**config.mk**
```make
export PLATFORM = sky130hd
export DESIGN_NAME = multi_timer
export DESIGN_NICKNAME = d
export VERILOG_FILES = /design/src/rtl/multi_timer.sv
export SDC_FILE = /design/constraint.sdc
export NUM_CORES = 1
export LEC_CHECK = 0
export BUFFER_PORTS_ARGS = -buffer_cell sky130_fd_sc_hd__buf_2
export CAP_MARGIN = 30
export CORE_MARGIN = 5
export CORE_UTILIZATION = 57
export CTS_CLUSTER_DIAMETER = 30
export DETAILED_ROUTE_END_ITERATION = 7
export GPL_TIMING_DRIVEN = 0
export HOLD_SLACK_MARGIN = 0.08
export PLACE_DENSITY_LB_ADDON = 0.08
export SLEW_MARGIN = 5
export SYNTH_ARGS = -nofsm -noshare
export SYNTH_HDL_FRONTEND = slang
export SYNTH_SLANG_ARGS = --single-unit
```
**constraint.sdc**
```tcl
create_clock -name clk -period 2.98 [get_ports clk]
set_clock_uncertainty 0.1 [all_clocks]
set_input_delay 0 -clock clk [delete_from_list [all_inputs] [get_ports clk]]
set_output_delay 0 -clock clk [all_outputs]
set_load 0.01 [all_outputs]
```
**src/rtl/multi_timer.sv**
```systemverilog
// multi_timer: shared prescaler driving CHANNELS independent up/down counters
// with periodic/one-shot modes, synchronous reload and sticky interrupt flags.
module multi_timer #(
    parameter int WIDTH     = 16,
    parameter int CHANNELS  = 4,
    parameter int PRE_WIDTH = 8
) (
    input  logic                      clk,
    input  logic                      rstn,
    input  logic [PRE_WIDTH-1:0]      prescale,
    input  logic [CHANNELS-1:0]       en,
    input  logic [CHANNELS-1:0]       dir,
    input  logic [CHANNELS-1:0]       oneshot,
    input  logic [CHANNELS*WIDTH-1:0] top,
    input  logic [CHANNELS-1:0]       load,
    input  logic [CHANNELS-1:0]       irq_clr,
    output logic [CHANNELS*WIDTH-1:0] cnt,
    output logic [CHANNELS-1:0]       running,
    output logic [CHANNELS-1:0]       irq_pend,
    output logic                      irq
);
    typedef enum logic [1:0] {IDLE, RUN, DONE} state_t;

    logic [PRE_WIDTH-1:0] pre;
    logic                 tick;

    // >= rather than == so a lowered prescale never waits for a wrap
    assign tick = pre >= prescale;

    always_ff @(posedge clk or negedge rstn)
        if (!rstn) pre <= '0;
        else       pre <= tick ? '0 : pre + 1'b1;

    for (genvar i = 0; i < CHANNELS; i++) begin : g_ch
        state_t           state, state_nx;
        logic [WIDTH-1:0] c, c_nx, tp, start;
        logic             term, hit, pend, pend_nx;

        assign tp    = top[i*WIDTH +: WIDTH];
        assign start = dir[i] ? '0 : tp;
        assign term  = dir[i] ? (c >= tp) : (c == '0);
        assign hit   = !load[i] && state == RUN && en[i] && tick && term;

        always_ff @(posedge clk or negedge rstn)
            if (!rstn) begin
                state <= IDLE;
                c     <= '0;
                pend  <= 1'b0;
            end else begin
                state <= state_nx;
                c     <= c_nx;
                pend  <= pend_nx;
            end

        always_comb
            state_nx = (load[i] || state == IDLE) ? (en[i] ? RUN : IDLE) :
                       state == RUN ? (!en[i] ? IDLE : (hit && oneshot[i]) ? DONE : RUN) :
                       DONE;

        always_comb begin
            c_nx       = load[i] ? start :
                         (state == RUN && en[i] && tick) ? (term ? start : dir[i] ? c + 1'b1 : c - 1'b1) :
                         c;
            pend_nx    = hit | (pend & ~irq_clr[i]);
            running[i] = state == RUN;
        end

        assign cnt[i*WIDTH +: WIDTH] = c;
        assign irq_pend[i]           = pend;
    end

    assign irq = |irq_pend;
endmodule

```
Word level (Yosys, flattened, before mapping):

Index checks and enable logic that the tools add are counted.

* equal/unequal tests: 4
* bitwise logic cells: 12
* order comparisons: 5
* add/sub/neg operators: 9
* reduce and logical (&&, ||, !) cells: 49
* multiplexer cells: 45

Operator list (count)
* two-way mux 16 bit: 20
* adder 16 x 1 -> 16 bit, second input constant: 4
* greater-or-equal comparator 16 bit: 4
* zero test 16 bit: 4
* subtractor 16 x 1 -> 16 bit, second input constant: 4
* two-way mux 2 bit: 16
* logical AND 1 bit: 28
* adder 8 x 1 -> 8 bit, second input constant: 1
* equality test 2 x 1 -> 1 bit, second input constant: 4
* greater-or-equal comparator 8 bit: 1
* zero test 2 bit: 4
* two-way mux 1 bit: 8
* two-way mux 8 bit: 1
* nonzero test 2 bit: 4
* bitwise AND 1 bit: 4
* zero test 1 bit: 4
* logical OR 1 bit: 4
* inverter 1 bit: 4
* bitwise OR 1 bit: 4
* OR reduction 4 bit: 1

* output and inout bits: 73
* bits in registers: 84
* word-level logic and storage cells: 137
* input port bits: 94

Longest topological paths before layout:

* word-level depth: 10
* mapped depth: 12
* depth with buffers taken out: 10

Worst setup path before layout:

No wires, ideal clock.

* path kind: register to register
* start point: reg g_ch[2].c[0]
* end point: reg g_ch[2].c[15]
* arrival: 2583 ps
* clock period less this slack: 2750 ps
* buffers on the path: 0
* setup slack: 230 ps
* cell stages (with the launch flop): 11
* required time: 2813 ps
* setup time: 67 ps
* path through: dfrtp_1 -> inv_1 -> ha_1 -> nand2b_1 -> a2111o_1 -> a32oi_1 -> a21oi_2 -> or3_4 -> a2111oi_2 -> o21bai_1 -> a221o_1

* longest elaborated chain between the ends: 5
* elaborated cells on any way between the ends: 9
* classes of those cells: 2 x add/sub; 1 x order compare; 5 x mux; 1 x reduce/logical

Ends and longest elaborated chain
* start: declaration: line 36 `logic [WIDTH-1:0] c, c_nx, tp, start;`
* start signal: assignment: line 51 `c <= c_nx;`
* subtractor 16 x 1 -> 16 bit (tied with other cells): line 62 `(state == RUN && en[i] && tick) ? (term ? start : dir[i] ? c + 1'b1 : c - 1'b1) :`
* two-way mux 16 bit or two-way mux 1 bit (tied branches): line 62, 41
* two-way mux 16 bit * (2 in a row): line 62
* two-way mux 16 bit *: line 61 `c_nx = load[i] ? start :`

Every way passes the cells marked *; elsewhere a longest branch is shown, timed or not. The select of a mux whose other input is x is not followed.
A chain may end at the register's enable or synchronous reset.

Worst setup path after layout:

* start point: reg g_ch[2].c[10]
* end point: reg g_ch[2].c[0]

* longest elaborated chain between the ends: 5
* elaborated cells on any way between the ends: 6
* classes of those cells: 1 x order compare; 4 x mux; 1 x reduce/logical

Ends and longest elaborated chain
* greater-or-equal comparator 16 bit or zero test 16 bit (tied branches): line 41 `assign term = dir[i] ? (c >= tp) : (c == '0);`
* two-way mux 1 bit *: line 41
* two-way mux 16 bit * (2 in a row): line 62
* two-way mux 16 bit *: line 61

Marks and branches as above.

==> metrics <==
path type of the worst min-delay path in2reg; CTS tree yes; maximum number of pins on one net before global-route repair 44; Data arrival, critical path 3070 ps; dominant cell type by area after synthesis dfrtp_1; violation count after the first detailed-routing iteration 663; critical path required time 3110 ps; highest attainable clock frequency 340 MHz; slowest cell on the critical path dlygate4sd3_1; highest ir drop seen on vdd 0.000343 V; first-pass GRT wire length 39.7 mm; launching instance or port of the critical path g_ch[2].c[10]; max_slew headroom 0.470; routed wire length 25.0 mm; Final Wtd Congestion 0.901; number of slew-limit violations in the final report 0; FF-to-FF End g_ch[2].c[0]; max-cap check violation count 0; total CTS buffers 9; Final Total Pwr 4720 uW; critical path depth in cells 8; count of clock tree sinks 84; root buffer cell clkbuf_16; area enclosed by the die boundary 17100 sq um; synth cell count leaders 129 x ha_1, 96 x inv_1, 88 x a21oi_1, 84 x dfrtp_1, 78 x o21ai_0; cell types occupying the most area after synthesis dfrtp_1 25%, ha_1 19%, a21oi_1 5.3%; portion of the clock cycle consumed by the worst path in the final layout 0.987; Setup violations, final 0; quantity of I/O buffers inserted on ports 164; area share of the largest cell type after synthesis 0.253; RSZ-0062 raised after global routing true; number of vias per cell after detailed routing 5.93; endpoint of the most critical setup path g_ch[2].c[0]; overall fraction of global-route tracks in use 0.287; number of antenna violations at the first check in global routing 0; launch instance of the worst register-to-register path g_ch[2].c[10]; DP Cell Count 1362; crit end category flop; top_reg_cell synth dfrtp_1; count of TritonRoute iterations in the first routing pass 8; dominant cell by count in the synthesized netlist ha_1; Mean Syn Cell Area 8.21 sq um; register clock-pin slew on the reported worst setup and hold paths 70 ps; via count of the first global-routing pass 8363; routed len/inst 17.0 microns; worst skew pair latency 350 ps; leakage component of the power 0.00544 uW; Worst Setup Path Type reg2reg; final number of hold-violating endpoints 0; width of the die 131 microns; maximum level of the CTS H-tree 3; post-detailed-route DRC marker count 0; number of synthesis warnings 0; post-synth net total 1240; Starting Density 0.576; final-layout fill cell count 1122; num ports 167; Die Span Y 131 microns; series of cell instances along the critical path ha_1 -> nand4_1 -> nor4_4 -> a32oi_4 -> a21oi_4 -> o21ai_0 -> dlygate4sd3_1 -> a221oi_1; Period minus WS final 2940 ps; buffers and inverters on the worst path 1; antenna viol nets, final 0; stage delay of the slowest cell on the critical path 590 ps; Slew @ Worst Pin 793 ps; outcome finished, final reports clean; Netlist Area Pre-Place 8310 sq um; GR Overflow Total 0; category of the worst setup path launch point flop; Clock Tree Buf Depth 2; number of placement rows 44; vias after detailed routing 8728; count of inserted antenna diode cells 0; count of flip-flops with a built-in enable after synthesis 0; final sum of negative setup slack 0 ps; post-synthesis register bit count 84; fraction of layout cells with a size suffix above 1 0.189; Detailed Place HPWL 17.9 mm; Reg2Reg Depth 8; Post-Syn Instances 1013; area added between synthesis and finish 30.3%; highest net fanout along the worst path 5; largest delay contributor family on the critical path compound AO/OA/AOI/OAI gates; core area 14400 sq um; power density over cell area 436 nW/um^2; post-synth cell types 72; Reg2Reg Setup Slack 40 ps; register area share after synthesis 0.253; Nets 1511; final cell count without fillers 1473; Synth async-reset ratio 1.00
[metal layers]
| layer | up-vias | track usage | part of all wire |
|---|---|---|---|
| met4 | 0 | 0.101 | 0.023 |
| li1 | 4283 | - | - |
| met2 | 292 | 0.486 | 0.48 |
| met5 | - | 0 | 0 |
| met1 | 4105 | 0.380 | 0.45 |
| met3 | 48 | 0.0350 | 0.054 |
[worst min-delay path, delay by kind of cell]
kind | cells | cell delay, ps
AND/OR/NAND/NOR | 1 | 160
AO/OA/AOI/OAI | 2 | 160
buffers and inverters | 1 | 150
[worst min path at each step]
stage	cells after the start	startpoint	end
floorplan	0	rstn	g_ch[0].c[0]
global placement	2	irq_clr[3]	g_ch[3].pend
detailed placement	1	rstn	g_ch[0].c[7]
CTS	4	dir[1]	g_ch[1].c[12]
global route	4	dir[1]	g_ch[1].c[14]
finish	4	dir[1]	g_ch[1].c[14]
[registers in the layout, summed over array words and instances (netlist names)]
| register | cells |
|---|---|
| g_ch.c | 64 |
| g_ch.pend | 4 |
| g_ch.state | 8 |
| pre | 8 |
[where the power goes]
part,internal [uW],switching [uW]
Combinational,947,1150
Clock,634,474
Sequential,1290,223
Total,2870,1850
[placed cells by master (no fill, tap or decap), types with 4 or more instances in the layout]
cell	count
inv_1	95
xnor2_1	22
o22ai_1	8
nand2b_1	11
dfrtp_1	78
a21oi_1	86
or3_1	4
o211ai_1	8
and2_1	4
clkbuf_1	13
nand3_4	4
o21ai_1	13
o21ai_0	78
fa_1	4
ha_1	128
nand3_1	22
buf_4	13
nor2b_1	13
a31oi_1	7
a211oi_1	9
a222oi_1	4
dfrtp_2	6
nand2_1	75
clkbuf_16	9
o21a_1	6
dlygate4sd3_1	87
a22oi_1	27
nor3_1	35
a21o_1	20
a41oi_1	6
o21bai_1	5
nor2_1	63
buf_2	166
nor4_1	22
xor2_1	32
nand4_1	6
and4_1	5
and3_1	12
[area by class of cell]
| type | count | area [sq um] | area share |
|---|---|---|---|
| clock inverters | 1 | 5.00 | 0.000462 |
| multi-input cells | 809 | 5930 | 0.548 |
| repair buffers | 259 | 1770 | 0.164 |
| flip-flops and latches | 84 | 2110 | 0.195 |
| well taps | 184 | 230 | 0.0213 |
| inverters | 96 | 360 | 0.0333 |
| clock buffers | 15 | 278 | 0.0257 |
| plain buffers | 25 | 139 | 0.0128 |
[cells by family after synthesis]
kind of cell / synth area share
compound gates: 0.252
xor+xnor: 0.0569
fa+ha+maj: 0.204
buf+inv: 0.0575
flops: 0.253
mux: 0.00241
simple gates: 0.175
[metrics by stage]
step                hold slack [ps]  instance area [sq um]  utilization  worst slack [ps]
detailed placement            -56.5                   9390        0.651              -125
floorplan                      -396                   8310            -               230
global placement               90.4                   9360        0.649              -117
CTS                             103                  10600        0.733              8.86
finish                         69.0                  10800        0.751              39.7
global route                    103                  10800        0.751             -48.1
[timing repair]
action,4_1_cts,5_1_grt
endpoints found under the hold margin,160,0
endpoints found under the setup margin,23,52
setup buffers,0,7
cloned,0,1
hold buffers,87,0
pin swaps,0,9
resized for setup,9,44
Power figures use the tool's default switching activity.
